$ cat src/rtl/rffe_slave_if.sv
// rffe_slave_if: bus-side signal bundle for the RFFE slave.
// Carries the SCLK/SDATA pad signals, the register-write strobe group,
// the frame error strobe, the host-side register inspect port and the
// FSM state for observation.
//
// Handshake: wr_vd is a one-clk valid strobe with no ready; wr_addr and
// wr_data are valid in the same clk as wr_vd and hold afterwards. The
// consumer must take the write in that clk, it cannot apply backpressure.
interface rffe_slave_if;
  logic       sclk;
  logic       sdi;
  logic       sdo;
  logic       sdo_en;
  logic       wr_vd;
  logic [4:0] wr_addr;
  logic [7:0] wr_data;
  logic       frame_err;
  logic [4:0] dbg_addr;
  logic [7:0] dbg_data;
  logic [2:0] fsm_state;

  modport slave (
    input  sclk, sdi, dbg_addr,
    output sdo, sdo_en, wr_vd, wr_addr, wr_data, frame_err, dbg_data, fsm_state
  );

  modport master (
    output sclk, sdi, dbg_addr,
    input  sdo, sdo_en, wr_vd, wr_addr, wr_data, frame_err, dbg_data, fsm_state
  );
endinterface

$ cat src/rtl/rffe_slave.sv
// rffe_slave: MIPI RFFE slave with a 32x8 register file.
// Supports Register Write and Register Read; SCLK and SDATA are
// oversampled by clk through SYNC_STAGES-deep synchronizers.
// Optional feature: define RFFE_REG0_WR_EN to compile in the
// Register 0 Write command (CMD[7]==1 writes REG0 = CMD[6:0]).
module rffe_slave #(
  parameter logic [3:0] USID        = 4'hF,
  parameter int         SYNC_STAGES = 2
) (
  input  logic        clk,
  input  logic        rst,
  rffe_slave_if.slave bus
);

  localparam logic [2:0] S_IDLE  = 3'd0;
  localparam logic [2:0] S_SSC   = 3'd1;
  localparam logic [2:0] S_CMD   = 3'd2;
  localparam logic [2:0] S_WDATA = 3'd3;
  localparam logic [2:0] S_TA    = 3'd4;
  localparam logic [2:0] S_RDATA = 3'd5;
  localparam logic [2:0] S_PARK  = 3'd6;

  logic [SYNC_STAGES-1:0] sclk_sync;
  logic [SYNC_STAGES-1:0] sdi_sync;
  logic                   sclk_cur, sclk_old, sdi_cur, sdi_old;
  logic                   sclk_rise, sclk_fall, sdi_rise, sdi_fall;
  logic                   ssc_start;

  logic [2:0]  state;
  logic [3:0]  bit_cnt;
  logic [11:0] shift_sr;
  logic [4:0]  addr;
  logic [8:0]  rd_sh;
  logic        ta_seen;
  logic [7:0]  regs [32];

  logic        sdo, sdo_en, wr_vd, frame_err;
  logic [4:0]  wr_addr;
  logic [7:0]  wr_data;

  logic [12:0] cmd_word;
  logic [3:0]  cmd_sa;
  logic [7:0]  cmd_op;
  logic [8:0]  data_word;
  logic        cmd_par_ok, data_par_ok;
  logic        sa_direct, sa_bcast, is_wr, is_rd;
  logic        in_frame;

  // Input synchronizers: shift pad levels toward the MSB each clk.
  always_ff @(posedge clk or posedge rst) begin
    if (rst) begin
      sclk_sync <= '0;
      sdi_sync  <= '0;
    end else begin
      sclk_sync <= {sclk_sync[SYNC_STAGES-2:0], bus.sclk};
      sdi_sync  <= {sdi_sync[SYNC_STAGES-2:0], bus.sdi};
    end
  end

  // Edge events come from the last two stages; the newer one is the level.
  assign sclk_cur  = sclk_sync[SYNC_STAGES-2];
  assign sclk_old  = sclk_sync[SYNC_STAGES-1];
  assign sdi_cur   = sdi_sync[SYNC_STAGES-2];
  assign sdi_old   = sdi_sync[SYNC_STAGES-1];
  assign sclk_rise = sclk_cur & ~sclk_old;
  assign sclk_fall = ~sclk_cur & sclk_old;
  assign sdi_rise  = sdi_cur & ~sdi_old;
  assign sdi_fall  = ~sdi_cur & sdi_old;
  // SDATA only moves while SCLK is high inside a frame, so a rise with
  // SCLK low can only be the start of a sequence start condition.
  assign ssc_start = sdi_rise & ~sclk_cur;

  // Decode views of the shift register plus the bit sampled this fall.
  assign cmd_word    = {shift_sr, sdi_cur};
  assign cmd_sa      = cmd_word[12:9];
  assign cmd_op      = cmd_word[8:1];
  assign cmd_par_ok  = ^cmd_word;
  assign data_word   = {shift_sr[7:0], sdi_cur};
  assign data_par_ok = ^data_word;
  assign sa_direct   = (cmd_sa == USID);
  assign sa_bcast    = (cmd_sa == 4'h0);
  assign is_wr       = (cmd_op[7:5] == 3'b010);
  assign is_rd       = (cmd_op[7:5] == 3'b011);
  assign in_frame    = (state == S_SSC) || (state == S_CMD) ||
                       (state == S_WDATA) || (state == S_TA);

  // Frame FSM, register file, write strobe and SDATA drive.
  always_ff @(posedge clk or posedge rst) begin
    if (rst) begin
      state     <= S_IDLE;
      bit_cnt   <= '0;
      shift_sr  <= '0;
      addr      <= '0;
      rd_sh     <= '0;
      ta_seen   <= 1'b0;
      sdo       <= 1'b0;
      sdo_en    <= 1'b0;
      wr_vd     <= 1'b0;
      wr_addr   <= '0;
      wr_data   <= '0;
      frame_err <= 1'b0;
      for (int i = 0; i < 32; i++) regs[i] <= '0;
    end else begin
      wr_vd     <= 1'b0;
      frame_err <= 1'b0;
      if (ssc_start && in_frame) begin
        // A new start condition mid-frame aborts the current frame.
        frame_err <= 1'b1;
        state     <= S_SSC;
      end else begin
        case (state)
          S_IDLE: begin
            if (ssc_start) state <= S_SSC;
          end
          S_SSC: begin
            if (sclk_rise) begin
              state <= S_IDLE;
            end else if (sdi_fall && !sclk_cur) begin
              state   <= S_CMD;
              bit_cnt <= '0;
            end
          end
          S_CMD: begin
            if (sclk_fall) begin
              if (bit_cnt == 4'd12) begin
                if (!cmd_par_ok) begin
                  frame_err <= 1'b1;
                  state     <= S_IDLE;
                end else if (is_wr && (sa_direct || sa_bcast)) begin
                  addr    <= cmd_op[4:0];
                  bit_cnt <= '0;
                  state   <= S_WDATA;
                end else if (is_rd && sa_direct) begin
                  rd_sh   <= {regs[cmd_op[4:0]], ~^regs[cmd_op[4:0]]};
                  ta_seen <= 1'b0;
                  state   <= S_TA;
`ifdef RFFE_REG0_WR_EN
                end else if (cmd_op[7] && (sa_direct || sa_bcast)) begin
                  regs[0] <= {1'b0, cmd_op[6:0]};
                  wr_vd   <= 1'b1;
                  wr_addr <= 5'd0;
                  wr_data <= {1'b0, cmd_op[6:0]};
                  state   <= S_PARK;
`endif
                end else begin
                  state <= S_IDLE;
                end
              end else begin
                shift_sr <= {shift_sr[10:0], sdi_cur};
                bit_cnt  <= bit_cnt + 4'd1;
              end
            end
          end
          S_WDATA: begin
            if (sclk_fall) begin
              if (bit_cnt == 4'd8) begin
                if (data_par_ok) begin
                  regs[addr] <= data_word[8:1];
                  wr_vd      <= 1'b1;
                  wr_addr    <= addr;
                  wr_data    <= data_word[8:1];
                  state      <= S_PARK;
                end else begin
                  frame_err <= 1'b1;
                  state     <= S_IDLE;
                end
              end else begin
                shift_sr <= {shift_sr[10:0], sdi_cur};
                bit_cnt  <= bit_cnt + 4'd1;
              end
            end
          end
          S_TA: begin
            // One full SCLK period (rise..fall) of bus turnaround, then
            // the slave starts driving D7 on the following rise.
            if (sclk_fall) begin
              ta_seen <= 1'b1;
            end else if (sclk_rise && ta_seen) begin
              sdo     <= rd_sh[8];
              rd_sh   <= {rd_sh[7:0], 1'b0};
              sdo_en  <= 1'b1;
              bit_cnt <= 4'd1;
              state   <= S_RDATA;
            end
          end
          S_RDATA: begin
            if (sclk_rise && (bit_cnt < 4'd9)) begin
              sdo     <= rd_sh[8];
              rd_sh   <= {rd_sh[7:0], 1'b0};
              bit_cnt <= bit_cnt + 4'd1;
            end else if (sclk_fall && (bit_cnt == 4'd9)) begin
              // Parity has been sampled: park the bus low, still driving.
              sdo   <= 1'b0;
              state <= S_PARK;
            end
          end
          S_PARK: begin
            if (sclk_fall) begin
              sdo    <= 1'b0;
              sdo_en <= 1'b0;
              state  <= S_IDLE;
            end
          end
          default: state <= S_IDLE;
        endcase
      end
    end
  end

  assign bus.sdo       = sdo;
  assign bus.sdo_en    = sdo_en;
  assign bus.wr_vd     = wr_vd;
  assign bus.wr_addr   = wr_addr;
  assign bus.wr_data   = wr_data;
  assign bus.frame_err = frame_err;
  assign bus.dbg_data  = regs[bus.dbg_addr];
  assign bus.fsm_state = state;

endmodule

$ cat src/flat_wrapper.sv
// flat-port wrapper written by rule: the top's interface ports become plain ports
module rffe_slave_flat 
#(
  parameter logic [3:0] USID        = 4'hF,
  parameter int         SYNC_STAGES = 2
)
  (clk, rst, bus_sclk, bus_sdi, bus_dbg_addr, bus_sdo, bus_sdo_en, bus_wr_vd, bus_wr_addr, bus_wr_data, bus_frame_err, bus_dbg_data, bus_fsm_state);
  rffe_slave_if bus_i ();
  input  logic clk;
  input  logic rst;
  input wire logic [$bits(bus_i.sclk)-1:0] bus_sclk;
  input wire logic [$bits(bus_i.sdi)-1:0] bus_sdi;
  input wire logic [$bits(bus_i.dbg_addr)-1:0] bus_dbg_addr;
  output wire logic [$bits(bus_i.sdo)-1:0] bus_sdo;
  output wire logic [$bits(bus_i.sdo_en)-1:0] bus_sdo_en;
  output wire logic [$bits(bus_i.wr_vd)-1:0] bus_wr_vd;
  output wire logic [$bits(bus_i.wr_addr)-1:0] bus_wr_addr;
  output wire logic [$bits(bus_i.wr_data)-1:0] bus_wr_data;
  output wire logic [$bits(bus_i.frame_err)-1:0] bus_frame_err;
  output wire logic [$bits(bus_i.dbg_data)-1:0] bus_dbg_data;
  output wire logic [$bits(bus_i.fsm_state)-1:0] bus_fsm_state;
  assign bus_i.sclk = bus_sclk;
  assign bus_i.sdi = bus_sdi;
  assign bus_i.dbg_addr = bus_dbg_addr;
  assign bus_sdo = bus_i.sdo;
  assign bus_sdo_en = bus_i.sdo_en;
  assign bus_wr_vd = bus_i.wr_vd;
  assign bus_wr_addr = bus_i.wr_addr;
  assign bus_wr_data = bus_i.wr_data;
  assign bus_frame_err = bus_i.frame_err;
  assign bus_dbg_data = bus_i.dbg_data;
  assign bus_fsm_state = bus_i.fsm_state;
  rffe_slave #(.USID(USID), .SYNC_STAGES(SYNC_STAGES)) u_core (.clk(clk), .rst(rst), .bus(bus_i));
endmodule
$ cat config.mk
export PLATFORM = sky130hd
export DESIGN_NAME = rffe_slave_flat
export DESIGN_NICKNAME = d
export VERILOG_FILES = /design/src/rtl/rffe_slave_if.sv /design/src/rtl/rffe_slave.sv /design/src/flat_wrapper.sv
export SDC_FILE = /design/constraint.sdc
export NUM_CORES = 1
export LEC_CHECK = 0
export CAP_MARGIN = 0
export CORE_UTILIZATION = 60
export CTS_BUF_LIST = sky130_fd_sc_hd__clkbuf_4
export DETAILED_ROUTE_END_ITERATION = 8
export PLACE_DENSITY = 0.75
export SKIP_LAST_GASP = 1
export SLEW_MARGIN = 5
export SYNTH_ARGS = -nofsm -noshare
export SYNTH_HDL_FRONTEND = slang
export SYNTH_SLANG_ARGS = --single-unit
$ cat constraint.sdc
create_clock -name clk -period 20.6 [get_ports clk]
set_input_delay 4.12 -clock clk [delete_from_list [all_inputs] [get_ports clk]]
set_output_delay 4.12 -clock clk [all_outputs]
set_load 0.005 [all_outputs]
==> results.sh <==
export IMPL_post_synth_top_count_cell="dfrtp_1"
export IMPL_fill_cells=2006
export IMPL_synth_seq_cells=311
export IMPL_io_pins=37
export IMPL_start_util_pct=61.6
export IMPL_cts_root_buffer="clkbuf_4"
export IMPL_synth_area_sq_um=16700
export IMPL_yosys_top_cells_area="dfrtp_1 47%, mux2_2 19%, mux4_2 11%"
export IMPL_slew_violations=0
export IMPL_p_per_area_nw_per_um2=85.6
export IMPL_htreeDepth=3
export IMPL_clockBufferDepth=3
export IMPL_seqCellArea_sq_um=7790
export IMPL_ctsHoldBuffers=0
export IMPL_finalWirelength_um=44800
export IMPL_cts_buffers=82
export IMPL_tightest_slew_ps=1260
export IMPL_place_congestion=0.939
export IMPL_synthDistinctLibCells=59
export IMPL_synth_flop_cell="dfrtp_1"
export IMPL_p_leak_nw=8.33
export IMPL_critPathMaxFanout=40
export IMPL_drive_gt1_share_pct=39.7
export IMPL_cp_required_ps=16480
export IMPL_finalPower_mw=1.56
export IMPL_setup_violations=0
export IMPL_path_buf_inv=3
export IMPL_netlist_top_cell_by_area="dfrtp_1"
export IMPL_clk_pin_slew_ps=70
export IMPL_crit_path_start_kind="input port"
export IMPL_grt_ovfl_total=0
export IMPL_rows=60
export IMPL_ys_warn_count=0
export IMPL_grt_max_degree=178
export IMPL_grt_pass1_wl_um=69500
export IMPL_clk_insertion_delay_late_ps=700
export IMPL_yosys_top_cells_count="311 x dfrtp_1, 286 x mux2_2, 136 x mux2i_1"
export IMPL_hold_viol=0
export IMPL_path_class="in -> out"
export IMPL_multi_input_area_sq_um=8470
export IMPL_dieArea_sq_um=28500
export IMPL_path_cells="buf_4 -> buf_4 -> mux4_2 -> mux4_2 -> mux2_2 -> clkdlybuf4s50_1"
export IMPL_drc_errors=0
export IMPL_drt_iter0_drc=1045
export IMPL_synthesis_nets=1262
export IMPL_ant_nets=0
export IMPL_fin_skew_ps=56.5
export IMPL_synthArstFlopShare_pct=100
export IMPL_cp_arrival_ps=7130
export IMPL_post_cts_buffers=0
export IMPL_hold_path_class="reg -> reg"
export IMPL_ir_worst_vdd_v=0.0000584
export IMPL_avgSynthCellArea_sq_um=13.4
export IMPL_fin_crit_sh_pct=54.6
export IMPL_antenna_found_initial=1
export IMPL_crit_path_top_delay_cell="buf_4"
export IMPL_routedWlPerCell_um=26.4
export IMPL_dr_pass1_iters=6
export IMPL_fp_dieH_um=169
export IMPL_end_kind="output port"
export IMPL_outcome="finished, final reports clean"
export IMPL_hold_ws_ps=486
export IMPL_num_vias=11400
export IMPL_yosysSeqAreaShare_pct=46.6
export IMPL_synth_edf_count=0
export IMPL_clock_fmax_mhz=88.9
export IMPL_syn2layout_area_growth_pct=9.20
export IMPL_fin_crit_ps=11250
export IMPL_dieWidth_um=169
export IMPL_post_dp_hpwl_um=29400
export IMPL_cts_tree="yes"
export IMPL_synth_cells=1245
export IMPL_clkSinkCount=311
export IMPL_cts_resized=0
export IMPL_portBuffers=36
export IMPL_cap_violations=0
export IMPL_critPathTopFamily="buffers and inverters"
export IMPL_fin_nets=1293
export IMPL_relSlewSlack_pct=16.0
export IMPL_track_usage_pct=32.8
export IMPL_grt_pass1_vias=11800
export IMPL_fin_setup_tns_ps=0
export IMPL_cp_slowest_stage_delay_ps=700
export IMPL_coreArea_sq_um=27100
export IMPL_yosysTopAreaCellShare_pct=46.6
export IMPL_grt_setup_unrepaired="no"
export IMPL_via_per_inst=6.74
## final timing paths
kind / start / endpoint / slack [ps] / depth (start not counted)
worst max-delay path: bus_dbg_addr[0] / bus_dbg_data[3] / 9350 / 6
worst min register to register: u_core.rd_sh[6] / u_core.rd_sh[6] / 490 / 2
worst min-delay path: u_core.rd_sh[6] / u_core.rd_sh[6] / 490 / 2
max in group asynchronous: rst / u_core.regs[6] / 15150 / 3
worst max register to register: u_core.shift_sr[5] / u_core.regs[38] / 16020 / 11
min in group asynchronous: rst / u_core.bus.wr_data[1] / 3960 / 2
## area by class of cell
class / count / share of cell area (%)
diodes: 1 / 0.0137
clock buffers: 110 / 4.53
clock inverters: 22 / 0.919
inverters: 9 / 0.226
multi-input cells: 820 / 46.4
flip-flops and latches: 311 / 42.7
well taps: 372 / 2.55
repair buffers: 52 / 2.66
## cells by family after synthesis
kind of cell | Yosys count | share of synthesized area (%)
XOR/XNOR | 18 | 1.27
buffers and inverters | 114 | 2.73
AND/OR/NAND/NOR | 162 | 5.65
multiplexers | 507 | 38.6
flip-flops | 311 | 46.6
AO/OA/AOI/OAI | 125 | 4.61
adder cells (fa/ha/maj) | 8 | 0.599
## worst reg2reg max path, stage by stage (launching register included)
cell,delay [ps]
dfrtp_1,320
buf_4,330
inv_1,140
ha_1,330
xnor2_1,150
xnor3_2,540
xnor2_4,250
nand2_2,400
inv_2,190
nand3_2,310
nor2b_1,1080
mux2_2,430
## registers in the layout (all words and copies together) (netlist names)
name / count
u_core.bus.sdo_en: 1
u_core.rd_sh: 9
u_core.regs: 256
u_core.bit_cnt: 4
u_core.bus.wr_addr: 5
u_core.bus.frame_err: 1
u_core.ta_seen: 1
u_core.shift_sr: 12
u_core.addr: 5
u_core.sdi_sync: 2
u_core.bus.wr_data: 8
u_core.bus.fsm_state: 3
u_core.sclk_sync: 2
u_core.bus.sdo: 1
u_core.bus.wr_vd: 1
## where the power goes
part | internal (mW) | switching (mW) | total (mW)
logic | 0.141 | 0.232 | 0.372
registers | 0.622 | 0.0324 | 0.655
clock network | 0.283 | 0.251 | 0.534
## placed cells by master, fill, tap and decap left out, types with 3 or more instances in the layout
cell type	instances
a21oi_1	13
a31oi_1	3
and3_1	3
buf_4	16
bufinv_16	3
clkbuf_4	110
clkdlybuf4s50_1	34
clkinv_1	12
clkinv_2	5
dfrtp_1	310
ha_1	8
inv_1	6
inv_2	4
mux2_1	5
mux2_2	286
mux2i_1	136
mux4_2	80
nand2_1	66
nand2b_1	4
nand3_1	4
nand4b_1	4
nand4bb_1	6
nor2_1	14
nor2b_1	7
nor3_1	5
nor3_2	3
nor3b_1	5
nor4_1	18
o21ai_0	24
o22ai_1	68
o31ai_1	5
or4b_2	3
xnor2_1	13
## per-layer routing
metal,vias up,wire (um),GRT usage [%]
met5,-,0,0
met4,0,1860,16.0
met3,137,3380,7.18
met2,585,21500,51.8
met1,5887,18000,43.2
li1,4831,-,-
## through the flow
| stage | util, % | worst slack [ps] | area [sq um] | instances |
|---|---|---|---|---|
| floorplan | - | 7880 | 16700 | 1245 |
| CTS | 67.3 | 9280 | 18200 | 1696 |
| finish | 67.3 | 9350 | 18200 | 1697 |
| detailed placement | 63.6 | 9290 | 17200 | 1564 |
| global route | 67.3 | 9130 | 18200 | 1697 |
| global placement | 63.6 | 9350 | 17200 | 1564 |
No activity file was read; power rests on OpenSTA's default activity.
